`config.mk`:
```
export PLATFORM = sky130hd
export DESIGN_NAME = bk_spi_master_flat
export DESIGN_NICKNAME = d
export VERILOG_FILES = /design/src/rtl/bk_spi_master_if.sv /design/src/rtl/bk_spi_master.sv /design/src/flat_wrapper.sv
export SDC_FILE = /design/constraint.sdc
export NUM_CORES = 1
export LEC_CHECK = 0
export ABC_CLOCK_PERIOD_IN_PS = 5800
export BUFFER_PORTS_ARGS = -buffer_cell sky130_fd_sc_hd__buf_2
export CAP_MARGIN = 25
export CORE_ASPECT_RATIO = 2
export CORE_UTILIZATION = 40
export CTS_CLUSTER_DIAMETER = 100
export DETAILED_ROUTE_END_ITERATION = 7
export SYNTH_ARGS = -nofsm -noshare
export SYNTH_HDL_FRONTEND = slang
export SYNTH_SLANG_ARGS = --single-unit
```
`constraint.sdc`:
```
create_clock -name clk -period 5.8 [get_ports clk]
set_input_delay 1.16 -clock clk [delete_from_list [all_inputs] [get_ports clk]]
set_output_delay 1.16 -clock clk [all_outputs]
set_load 0.02 [all_outputs]
```
`src/rtl/bk_spi_master_if.sv`:
```
// Core-side register port and SPI pins of the bk_spi_master engine.
// The engine takes the master modport; the core / pad side takes the slave modport.
interface bk_spi_master_if;
  logic       wren_i;
  logic [7:0] data_i;
  logic [7:0] data_o;
  logic       dsr_o;
  logic       done_o;
  logic       overrun_o;
  logic       sck_o;
  logic       mosi_o;
  logic       miso_i;

  modport master (
    input  wren_i, data_i, miso_i,
    output data_o, dsr_o, done_o, overrun_o, sck_o, mosi_o
  );

  modport slave (
    output wren_i, data_i, miso_i,
    input  data_o, dsr_o, done_o, overrun_o, sck_o, mosi_o
  );
endinterface

```
`src/rtl/bk_spi_master.sv`:
```
// Mode-0 SPI byte engine with a one-byte holding buffer; 16*DIV ce ticks per byte.
// Writes while busy go to the buffer; a write to a full buffer is dropped and flagged.
module bk_spi_master #(
  parameter int DIV = 4
) (
  input  logic             clk,
  input  logic             reset_n,
  input  logic             ce,
  bk_spi_master_if.master  io_bus
);

  typedef enum logic [1:0] {IDLE, LOW, HIGH} state_t;

  localparam logic [7:0] DIV_LAST = 8'(DIV - 1);

  state_t     r_state;
  logic [7:0] r_divcnt;
  logic [2:0] r_bitcnt;
  logic [7:0] r_shreg;
  logic       r_rxbit;
  logic [7:0] r_buf;
  logic       r_buf_full;
  logic       r_sck;
  logic       r_mosi;
  logic [7:0] r_data;
  logic       r_dsr;
  logic       r_done;
  logic       r_overrun;

  logic       w_phase_edge;
  logic       w_final;
  logic       w_busy_wr;
  logic [7:0] w_shift;

  assign w_phase_edge = (r_divcnt == DIV_LAST);
  assign w_final      = (r_state == HIGH) && w_phase_edge && (r_bitcnt == 3'd7);
  assign w_shift      = {r_shreg[6:0], r_rxbit};
  // The final edge handles its own write, so only the other busy ticks use the buffer path.
  assign w_busy_wr    = io_bus.wren_i && (r_state != IDLE) && !w_final;

  always_ff @(posedge clk or negedge reset_n) begin
    if (!reset_n) begin
      r_state    <= IDLE;
      r_divcnt   <= 8'd0;
      r_bitcnt   <= 3'd0;
      r_shreg    <= 8'd0;
      r_rxbit    <= 1'b0;
      r_buf      <= 8'd0;
      r_buf_full <= 1'b0;
      r_sck      <= 1'b0;
      r_mosi     <= 1'b0;
      r_data     <= 8'd0;
      r_dsr      <= 1'b1;
      r_done     <= 1'b0;
      r_overrun  <= 1'b0;
    end else if (ce) begin
      r_done <= 1'b0;
      case (r_state)
        IDLE: begin
          if (io_bus.wren_i) begin
            r_shreg   <= io_bus.data_i;
            r_mosi    <= io_bus.data_i[7];
            r_bitcnt  <= 3'd0;
            r_divcnt  <= 8'd0;
            r_dsr     <= 1'b0;
            r_overrun <= 1'b0;
            r_state   <= LOW;
          end
        end
        LOW: begin
          if (w_phase_edge) begin
            r_sck    <= 1'b1;
            r_rxbit  <= io_bus.miso_i;
            r_divcnt <= 8'd0;
            r_state  <= HIGH;
          end else begin
            r_divcnt <= r_divcnt + 8'd1;
          end
        end
        HIGH: begin
          if (w_phase_edge) begin
            r_sck    <= 1'b0;
            r_divcnt <= 8'd0;
            r_shreg  <= w_shift;
            r_mosi   <= r_shreg[6];
            r_bitcnt <= r_bitcnt + 3'd1;
            r_state  <= LOW;
            if (r_bitcnt == 3'd7) begin
              r_data <= w_shift;
              r_done <= 1'b1;
              if (r_buf_full) begin
                r_shreg <= r_buf;
                r_mosi  <= r_buf[7];
                if (io_bus.wren_i) begin
                  r_buf <= io_bus.data_i;
                end else begin
                  r_buf_full <= 1'b0;
                end
              end else if (io_bus.wren_i) begin
                r_shreg <= io_bus.data_i;
                r_mosi  <= io_bus.data_i[7];
              end else begin
                r_state <= IDLE;
                r_dsr   <= 1'b1;
              end
            end
          end else begin
            r_divcnt <= r_divcnt + 8'd1;
          end
        end
        default: begin
          r_state <= IDLE;
          r_dsr   <= !r_buf_full;
        end
      endcase

      if (w_busy_wr) begin
        if (!r_buf_full) begin
          r_buf      <= io_bus.data_i;
          r_buf_full <= 1'b1;
        end else begin
          r_overrun <= 1'b1;
        end
      end
    end
  end

  assign io_bus.sck_o     = r_sck;
  assign io_bus.mosi_o    = r_mosi;
  assign io_bus.data_o    = r_data;
  assign io_bus.dsr_o     = r_dsr;
  assign io_bus.done_o    = r_done;
  assign io_bus.overrun_o = r_overrun;

endmodule

```
`src/flat_wrapper.sv`:
```
// flat-port wrapper written by rule: the top's interface ports become plain ports
module bk_spi_master_flat 
#(
  parameter int DIV = 4
)
  (clk, reset_n, ce, io_bus_wren_i, io_bus_data_i, io_bus_miso_i, io_bus_data_o, io_bus_dsr_o, io_bus_done_o, io_bus_overrun_o, io_bus_sck_o, io_bus_mosi_o);
  bk_spi_master_if io_bus_i ();
  input  logic clk;
  input  logic reset_n;
  input  logic ce;
  input wire logic [$bits(io_bus_i.wren_i)-1:0] io_bus_wren_i;
  input wire logic [$bits(io_bus_i.data_i)-1:0] io_bus_data_i;
  input wire logic [$bits(io_bus_i.miso_i)-1:0] io_bus_miso_i;
  output wire logic [$bits(io_bus_i.data_o)-1:0] io_bus_data_o;
  output wire logic [$bits(io_bus_i.dsr_o)-1:0] io_bus_dsr_o;
  output wire logic [$bits(io_bus_i.done_o)-1:0] io_bus_done_o;
  output wire logic [$bits(io_bus_i.overrun_o)-1:0] io_bus_overrun_o;
  output wire logic [$bits(io_bus_i.sck_o)-1:0] io_bus_sck_o;
  output wire logic [$bits(io_bus_i.mosi_o)-1:0] io_bus_mosi_o;
  assign io_bus_i.wren_i = io_bus_wren_i;
  assign io_bus_i.data_i = io_bus_data_i;
  assign io_bus_i.miso_i = io_bus_miso_i;
  assign io_bus_data_o = io_bus_i.data_o;
  assign io_bus_dsr_o = io_bus_i.dsr_o;
  assign io_bus_done_o = io_bus_i.done_o;
  assign io_bus_overrun_o = io_bus_i.overrun_o;
  assign io_bus_sck_o = io_bus_i.sck_o;
  assign io_bus_mosi_o = io_bus_i.mosi_o;
  bk_spi_master #(.DIV(DIV)) u_core (.clk(clk), .reset_n(reset_n), .ce(ce), .io_bus(io_bus_i));
endmodule
```
==> summary.txt, run 1 <==
Logic synthesis
  • Yosys reg bits: 43
  • FFs w/ async S/R, synth: 100.0%
  • Top cell type's share of synthesized area: approximately 46%
  • Post-synth EDFFs: 0
  • Cell variety after synth: 49
  • Mapped Area: 2295 um^2
  • Post-synth top cells: dfrtp_1 (42), mux2_2 (20), nand3_1 (19), inv_1 (16), nor2_1 (16)
  • Sequential cell area fraction in the yosys report: 46.95%
  • Largest cells by area after synthesis: dfrtp_1 (46%), mux2_2 (9.8%), nand3_1 (4.1%), ha_1 (3.8%), mux2i_1 (3.1%)
  • Synth warn: 0
  • Post-synthesis cell count: about 220
  • Synthesized Nets: 235
  • Synth Flop Type: dfrtp_1
  • Syn Area/Cell: 10.67 um^2
  • Count leader, synth: dfrtp_1
  • Largest area contributor in the netlist: dfrtp_1

Detailed routing
  • Iter 0 DRT Violations: 59
  • Final WL: between 5 and 6 mm
  • WL per Instance: approximately 17 um
  • Via count: around 1700
  • Antenna Nets Post-Route: 0
  • Vias/cell: roughly 5.7
  • DRC: 0
  • Drt pass-1 iters: 5

Finish
  • Layout cell share with drive strength beyond 1: 27.20%
  • Fill count: 528
  • Post-Route Utilization: about 47%
  • Layout area overhead: 12.87%
  • Nets: about 260
  • Storage element area: between 1000 and 1500 um^2
  • # diodes: 0
  • Non-Filler Instances: around 300
  • Area occupied by multi-input gates: approximately 1100 um^2

Clock tree
  • CTS tree: built
  • Clock Latency Late Sink: 300 ps
  • CTS root buffer: clkbuf_8
  • CTS sink cnt: between 40 and 50
  • Hold Buf Count CTS: 0
  • Clock buffer count from CTS: 5
  • H-tree depth: 2
  • Post-CTS Setup Inserts: 0
  • Post-cts resize count: 0
  • Clock transition at path regs: approximately 90 ps
  • Clock buffer depth: 2

Power
  • Maximum vdd drop: about 200 uV
  • Sw frac: a little over a third
  • Sw Pwr: about 350 uW
  • Clk pwr share: about a quarter
  • Pleak: ~0.0012 uW
  • Pwr Density: slightly below 400 nW/um^2
  • Internal power: ~640 uW
  • Reg power frac: 42.5%
  • Comb pwr share: around 32%

Floorplanning
  • # rows: 38
  • Die Area: between 6000 and 7000 um^2
  • Core area: roughly 5500 um^2
  • Initial core utilization: between 40% and 50%
  • Die Height: 109.1 um
  • # IOs: 26
  • Die W: 55.56 um

Global route
  • Vias in the first global route: 1720
  • Initial antenna violation count: 0
  • GRT overflow: 0
  • Pin count of the biggest net entering global routing: 44
  • GRT Overall Usage: around 18%
  • Wire length of the first global-routing pass: between 8 and 9 mm

Placed design
  • Dpl hpwl: between 3 and 4 mm
  • RD Place Congestion: 0.7765
  • Port Buffers: 25
  • Cell total after placement: slightly below 300

STA
  • Setup TNS: 0 ps
  • RSZ-0062 raised after global routing: false
  • Final Cycle Share: between 40% and 50%
  • Clock Skews: roughly 7.5 ps
  • Worst slew margin: roughly 45%
  • Final hold viol count: 0
  • Final min period: 2643 ps
  • Final Setup Violations: 0
  • Fmax: ~0.38 GHz
  • Worst-Margin Slew: just over 800 ps
  • Max Slew Vio Count: 0

Flow run
  • MaxCap Viol Count: 0

Hold path
  • Min-delay src: u_core.io_bus.data_o[7]$_DFFE_PN0P_
  • Worst hold path endpoint: u_core.io_bus.data_o[7]$_DFFE_PN0P_
  • WHS Path Cells: 2
  • Hold crit path type: flip-flop to flip-flop

Worst setup path
  • CP arrival: 2840 ps
  • RR Startpoint: u_core.r_state[0]$_DFFE_PN0P_
  • FF-to-FF End: u_core.r_shreg[5]$_DFFE_PN0P_
  • CP Max Fanout: 25
  • R2R depth: 6
  • R2R Setup Slk: 3160 ps
  • CP Capture Type: flip-flop
  • WS Path Type: flip-flop to flip-flop
  • WP data required: between 5000 and 6000 ps
  • CP Launch Type: flip-flop

Status
  • Outcome: complete, no violations
## layout make-up
type,count,area share (%)
multi-input cells,146,43.04
clock inverters,2,1.353
well taps,60,2.899
repair buffers,26,5.604
inverters,16,2.319
flip-flops and latches,43,41.59
clock buffers,6,3.188
## layout by cell type (no fill, tap or decap), types with 4 or more instances in the layout
| master | instances |
|---|---|
| mux2_2 | 20 |
| nand4_1 | 4 |
| nor2_1 | 16 |
| a222oi_1 | 4 |
| ha_1 | 7 |
| dfrtp_1 | 42 |
| buf_2 | 25 |
| inv_1 | 16 |
| a21oi_1 | 5 |
| nand2_1 | 10 |
| o21ai_0 | 14 |
| clkbuf_8 | 6 |
| mux2i_1 | 7 |
| nand3_1 | 19 |
## power groups by stage
stage | registers (uW) | clock network (uW) | logic [uW]
finish | 423 | 250 | 322
global route | 434 | 264 | 362
CTS | 423 | 252 | 324
detailed placement | 429 | 0 | 321
global placement | 428 | 0 | 318
floorplan | 425 | 0 | 230
## cells by family after synthesis
kind of cell	Yosys count	share of synthesized area, %
AO/OA/AOI/OAI	40	12.71
adder cells (fa/ha/maj)	7	3.817
flip-flops	43	46.95
multiplexers	28	13.85
buffers and inverters	26	4.471
AND/OR/NAND/NOR	68	17.07
XOR/XNOR	3	1.145
## worst max-delay path, cell delays in order (launching register included)
cell	delay [ps]
dfrtp_1	440
inv_1	120
ha_1	710
inv_1	300
nor2_1	520
a221oi_1	150
mux2_2	300
## per-layer routing
layer | GRT usage, % | vias up | share of wire, %
met5 | 0 | - | 0
met4 | 6.786 | 0 | 1.7
met3 | 2.847 | 7 | 2.5
met2 | 35.89 | 31 | 57
met1 | 18.24 | 834 | 39
li1 | - | 822 | -
## worst max-delay path by stage
stage                                   from                                   to  slack [ps]
2_1_floorplan                  io_bus_wren_i       u_core.r_divcnt[7]$_DFFE_PN0P_        3260
3_3_place_gp                   io_bus_wren_i       u_core.r_divcnt[5]$_DFFE_PN0P_        3090
3_5_place_dp                   io_bus_wren_i       u_core.r_divcnt[6]$_DFFE_PN0P_        3100
4_1_cts        u_core.r_state[0]$_DFFE_PN0P_  u_core.io_bus.data_o[1]$_DFFE_PN0P_        3140
5_1_grt        u_core.r_state[0]$_DFFE_PN0P_        u_core.r_shreg[5]$_DFFE_PN0P_        2940
6_report       u_core.r_state[0]$_DFFE_PN0P_        u_core.r_shreg[5]$_DFFE_PN0P_        3160
## per-stage QoR
step                      total power, uW  instance area, um^2  hold slack (ps)  worst slack, ps
final                               995.3                 2590            476.7             3157
after global routing                 1060                 2590            516.1             2943
after CTS                           999.5                 2570            485.2             3137
after detailed placement            750.3                 2452            464.9             3095
after global placement              746.8                 2452            455.5             3091
after floorplan                     655.7                 2295            457.2             3263
## registers in the layout, indices dropped and copies added (netlist names)
register                 cells
u_core.io_bus.data_o         8
u_core.r_buf                 8
u_core.r_divcnt              8
u_core.r_shreg               7
u_core.r_bitcnt              3
u_core.r_state               2
u_core.io_bus.done_o         1
u_core.io_bus.dsr_o          1
u_core.io_bus.mosi_o         1
u_core.io_bus.overrun_o      1
u_core.io_bus.sck_o          1
u_core.r_buf_full            1
u_core.r_rxbit               1
No activity file was read; power rests on OpenSTA's default activity.
==> inputs of run 2 (changes only) <==
ABC_CLOCK_PERIOD_IN_PS = 2300   (was 5800)
clock period = 2.3 ns   (was 5.8 ns; I/O delays follow)
==> summary.txt, run 2 (synthesis gave the netlist of run 1 again) <==
Detailed routing
  • Drt pass-1 iters: 5 (unchanged)
  • DRC: 0 (unchanged)
  • WL per Instance: 16.65 um (was 16.80 um)
  • Final WL: 5.163 mm (was 5.022 mm)
  • Via count: 1726 (was 1694)
  • Vias/cell: 5.568 (was 5.666)
  • Antenna Nets Post-Route: 0 (unchanged)
  • Iter 0 DRT Violations: 54 (was 59)

Worst setup path
  • WS Path Type: flip-flop to flip-flop (unchanged)
  • CP max stage delay: 550 ps (was 710 ps)
  • CP Capture Type: flip-flop (unchanged)
  • Crit path max-delay cell type: or4_4 (was ha_1)
  • Worst path cell trace: inv_1, ha_1, nor2b_4, or3b_1, or4_4, a21oi_2 (was inv_1, ha_1, inv_1, nor2_1, a221oi_1, mux2_2)
  • WP data required: 2540 ps (was 5990 ps)
  • Delay-heaviest family, CP: simple AND/OR/NAND/NOR gates (was adder cells)
  • CP Max Fanout: 7 (was 25)
  • CP arrival: 2330 ps (was 2840 ps)
  • Worst path bufs/invs: 1 (was 2)
  • CP Launch Type: flip-flop (unchanged)

STA
  • Final Cycle Share: 91.18% (was 45.57%)
  • Setup TNS: 0 ps (unchanged)
  • RSZ-0062 raised after global routing: false (unchanged)
  • Worst-Margin Slew: 584.2 ps (was 826.9 ps)
  • Final Setup Violations: 0 (unchanged)
  • Fmax: 0.4768 GHz (was 0.3783 GHz)
  • Final min period: 2097 ps (was 2643 ps)
  • WHS: 125.5 ps (was 476.7 ps)
  • Worst slew margin: 60.50% (was 44.87%)
  • Worst setup margin: 202.7 ps (was 3157 ps)
  • Final hold viol count: 0 (unchanged)
  • Clock Skews: 9.665 ps (was 7.499 ps)
  • Max Slew Vio Count: 0 (unchanged)

Finish
  • Layout area overhead: 16.47% (was 12.87%)
  • Most common cell after layout, fill and taps aside: dfrtp_1 (unchanged)
  • Storage element area: 1077 um^2 (unchanged)
  • # diodes: 0 (unchanged)
  • Fill count: 522 (was 528)
  • Nets: 269 (was 258)
  • Area occupied by multi-input gates: 1115 um^2 (unchanged)
  • Commonest non-fill, non-tap cells in the layout: dfrtp_1 (42), buf_2 (25), mux2_2 (20) (unchanged)
  • Layout cell share with drive strength beyond 1: 30.40% (was 27.20%)

Clock tree
  • Clock buffer count from CTS: 5 (unchanged)
  • Hold Buf Count CTS: 0 (unchanged)
  • CTS sink cnt: 43 (unchanged)
  • Clock transition at path regs: 80 ps (was 90 ps)
  • Clock buffer depth: 2 (unchanged)
  • H-tree depth: 2 (unchanged)
  • CTS tree: built (unchanged)
  • Clock Latency Late Sink: 310 ps (was 300 ps)
  • CTS root buffer: clkbuf_8 (unchanged)
  • Post-CTS Setup Inserts: 0 (unchanged)
  • Post-cts resize count: 0 (unchanged)

Floorplanning
  • Initial core utilization: 41.97% (unchanged)
  • Die Height: 109.1 um (unchanged)
  • # rows: 38 (unchanged)
  • Core area: 5468 um^2 (unchanged)
  • Die W: 55.56 um (unchanged)
  • Die Area: 6062 um^2 (unchanged)
  • # IOs: 26 (unchanged)

Global route
  • GRT overflow: 0 (unchanged)
  • Initial antenna violation count: 0 (unchanged)
  • Wire length of the first global-routing pass: 8.631 mm (was 8.452 mm)
  • Vias in the first global route: 1778 (was 1720)
  • Pin count of the biggest net entering global routing: 23 (was 44)
  • GRT Overall Usage: 18.75% (was 18.01%)

Flow run
  • MaxCap Viol Count: 0 (unchanged)

Placed design
  • Worst slack, placed: 208.7 ps (was 3095 ps)
  • Dpl hpwl: 3.977 mm (was 3.593 mm)
  • RD Place Congestion: 0.7895 (was 0.7765)
  • Port Buffers: 25 (unchanged)

Power
  • Clk pwr share: 24.1% (was 25.1%)
  • Maximum vdd drop: 592.5 uV (was 197.3 uV)
  • Internal power: 1667 uW (was 640.3 uW)
  • Pwr Density: 956.5 nW/um^2 (was 384.3 nW/um^2)
  • Pleak: 0.001256 uW (was 0.001202 uW)
  • Reg power frac: 41.7% (was 42.5%)
  • Sw Pwr: 889.0 uW (was 355.0 uW)
  • Comb pwr share: 34.3% (was 32.4%)
  • Total power: 2556 uW (was 995.3 uW)
  • Sw frac: 34.78% (was 35.66%)

Status
  • Outcome: complete, no violations (unchanged)

Hold path
  • Hold crit path type: primary input to async pin (was flip-flop to flip-flop)
[run 2: cell types whose count changed in the layout (fill, tap and decap cells not counted), sizes merged]
cell  previous run  this run
buf             26        37
[run 2: final timing paths]
kind | from | endpoint | slack (ps) | cells past startpoint
setup / recovery | u_core.r_state[0]$_DFFE_PN0P_ | u_core.r_divcnt[7]$_DFFE_PN0P_ | 200 | 6
hold / removal | reset_n | u_core.io_bus.data_o[7]$_DFFE_PN0P_ | 130 | 1
setup reg to reg | u_core.r_state[0]$_DFFE_PN0P_ | u_core.r_divcnt[7]$_DFFE_PN0P_ | 200 | 6
hold reg to reg | u_core.io_bus.data_o[5]$_DFFE_PN0P_ | u_core.io_bus.data_o[5]$_DFFE_PN0P_ | 480 | 2
max in group asynchronous | reset_n | u_core.io_bus.dsr_o$_DFFE_PN1P_ | 1580 | 2
min in group clk | io_bus_miso_i | u_core.r_rxbit$_DFFE_PN0P_ | 390 | 2
[run 2: area by class of cell]
class                           instances  area share [%]
Multi-Input combinational cell        146           41.71
Sequential cell                        43           40.31
Timing Repair Buffer                   37           8.521
Tap cell                               60           2.809
Clock buffer                            6           3.090
Inverter                               16           2.247
Clock inverter                          2           1.311
[run 2: per-layer routing]
layer / up-vias / wire, um / global-route usage [%]
li1: 845 / - / -
met1: 850 / 1917 / 18.44
met2: 22 / 2990 / 37.01
met3: 9 / 111 / 3.440
met4: 0 / 144 / 8.393
met5: - / 0 / 0
[run 2: through the flow]
stage          cells  utilization [%]  area, um^2
2_1_floorplan    215                -        2295
3_3_place_gp     302            46.73        2555
5_1_grt          310            48.88        2673
4_1_cts          310            48.88        2673
3_5_place_dp     302            46.73        2555
6_report         310            48.88        2673
[run 2: worst register-to-register path: stages, from the launching register on]
cell and delay [ps]:
dfrtp_1 420, inv_1 100, ha_1 220, nor2b_4 150
or3b_1 460, or4_4 550, a21oi_2 140
[run 2: power by group through the flow]
| stage | clock (uW) | combinational, uW | sequential, uW |
|---|---|---|---|
| after floorplan | 0 | 581 | 1070 |
| after global placement | 0 | 872 | 1080 |
| after detailed placement | 0 | 884 | 1080 |
| after CTS | 633 | 886 | 1070 |
| after global routing | 659 | 973 | 1090 |
| final | 615 | 876 | 1070 |
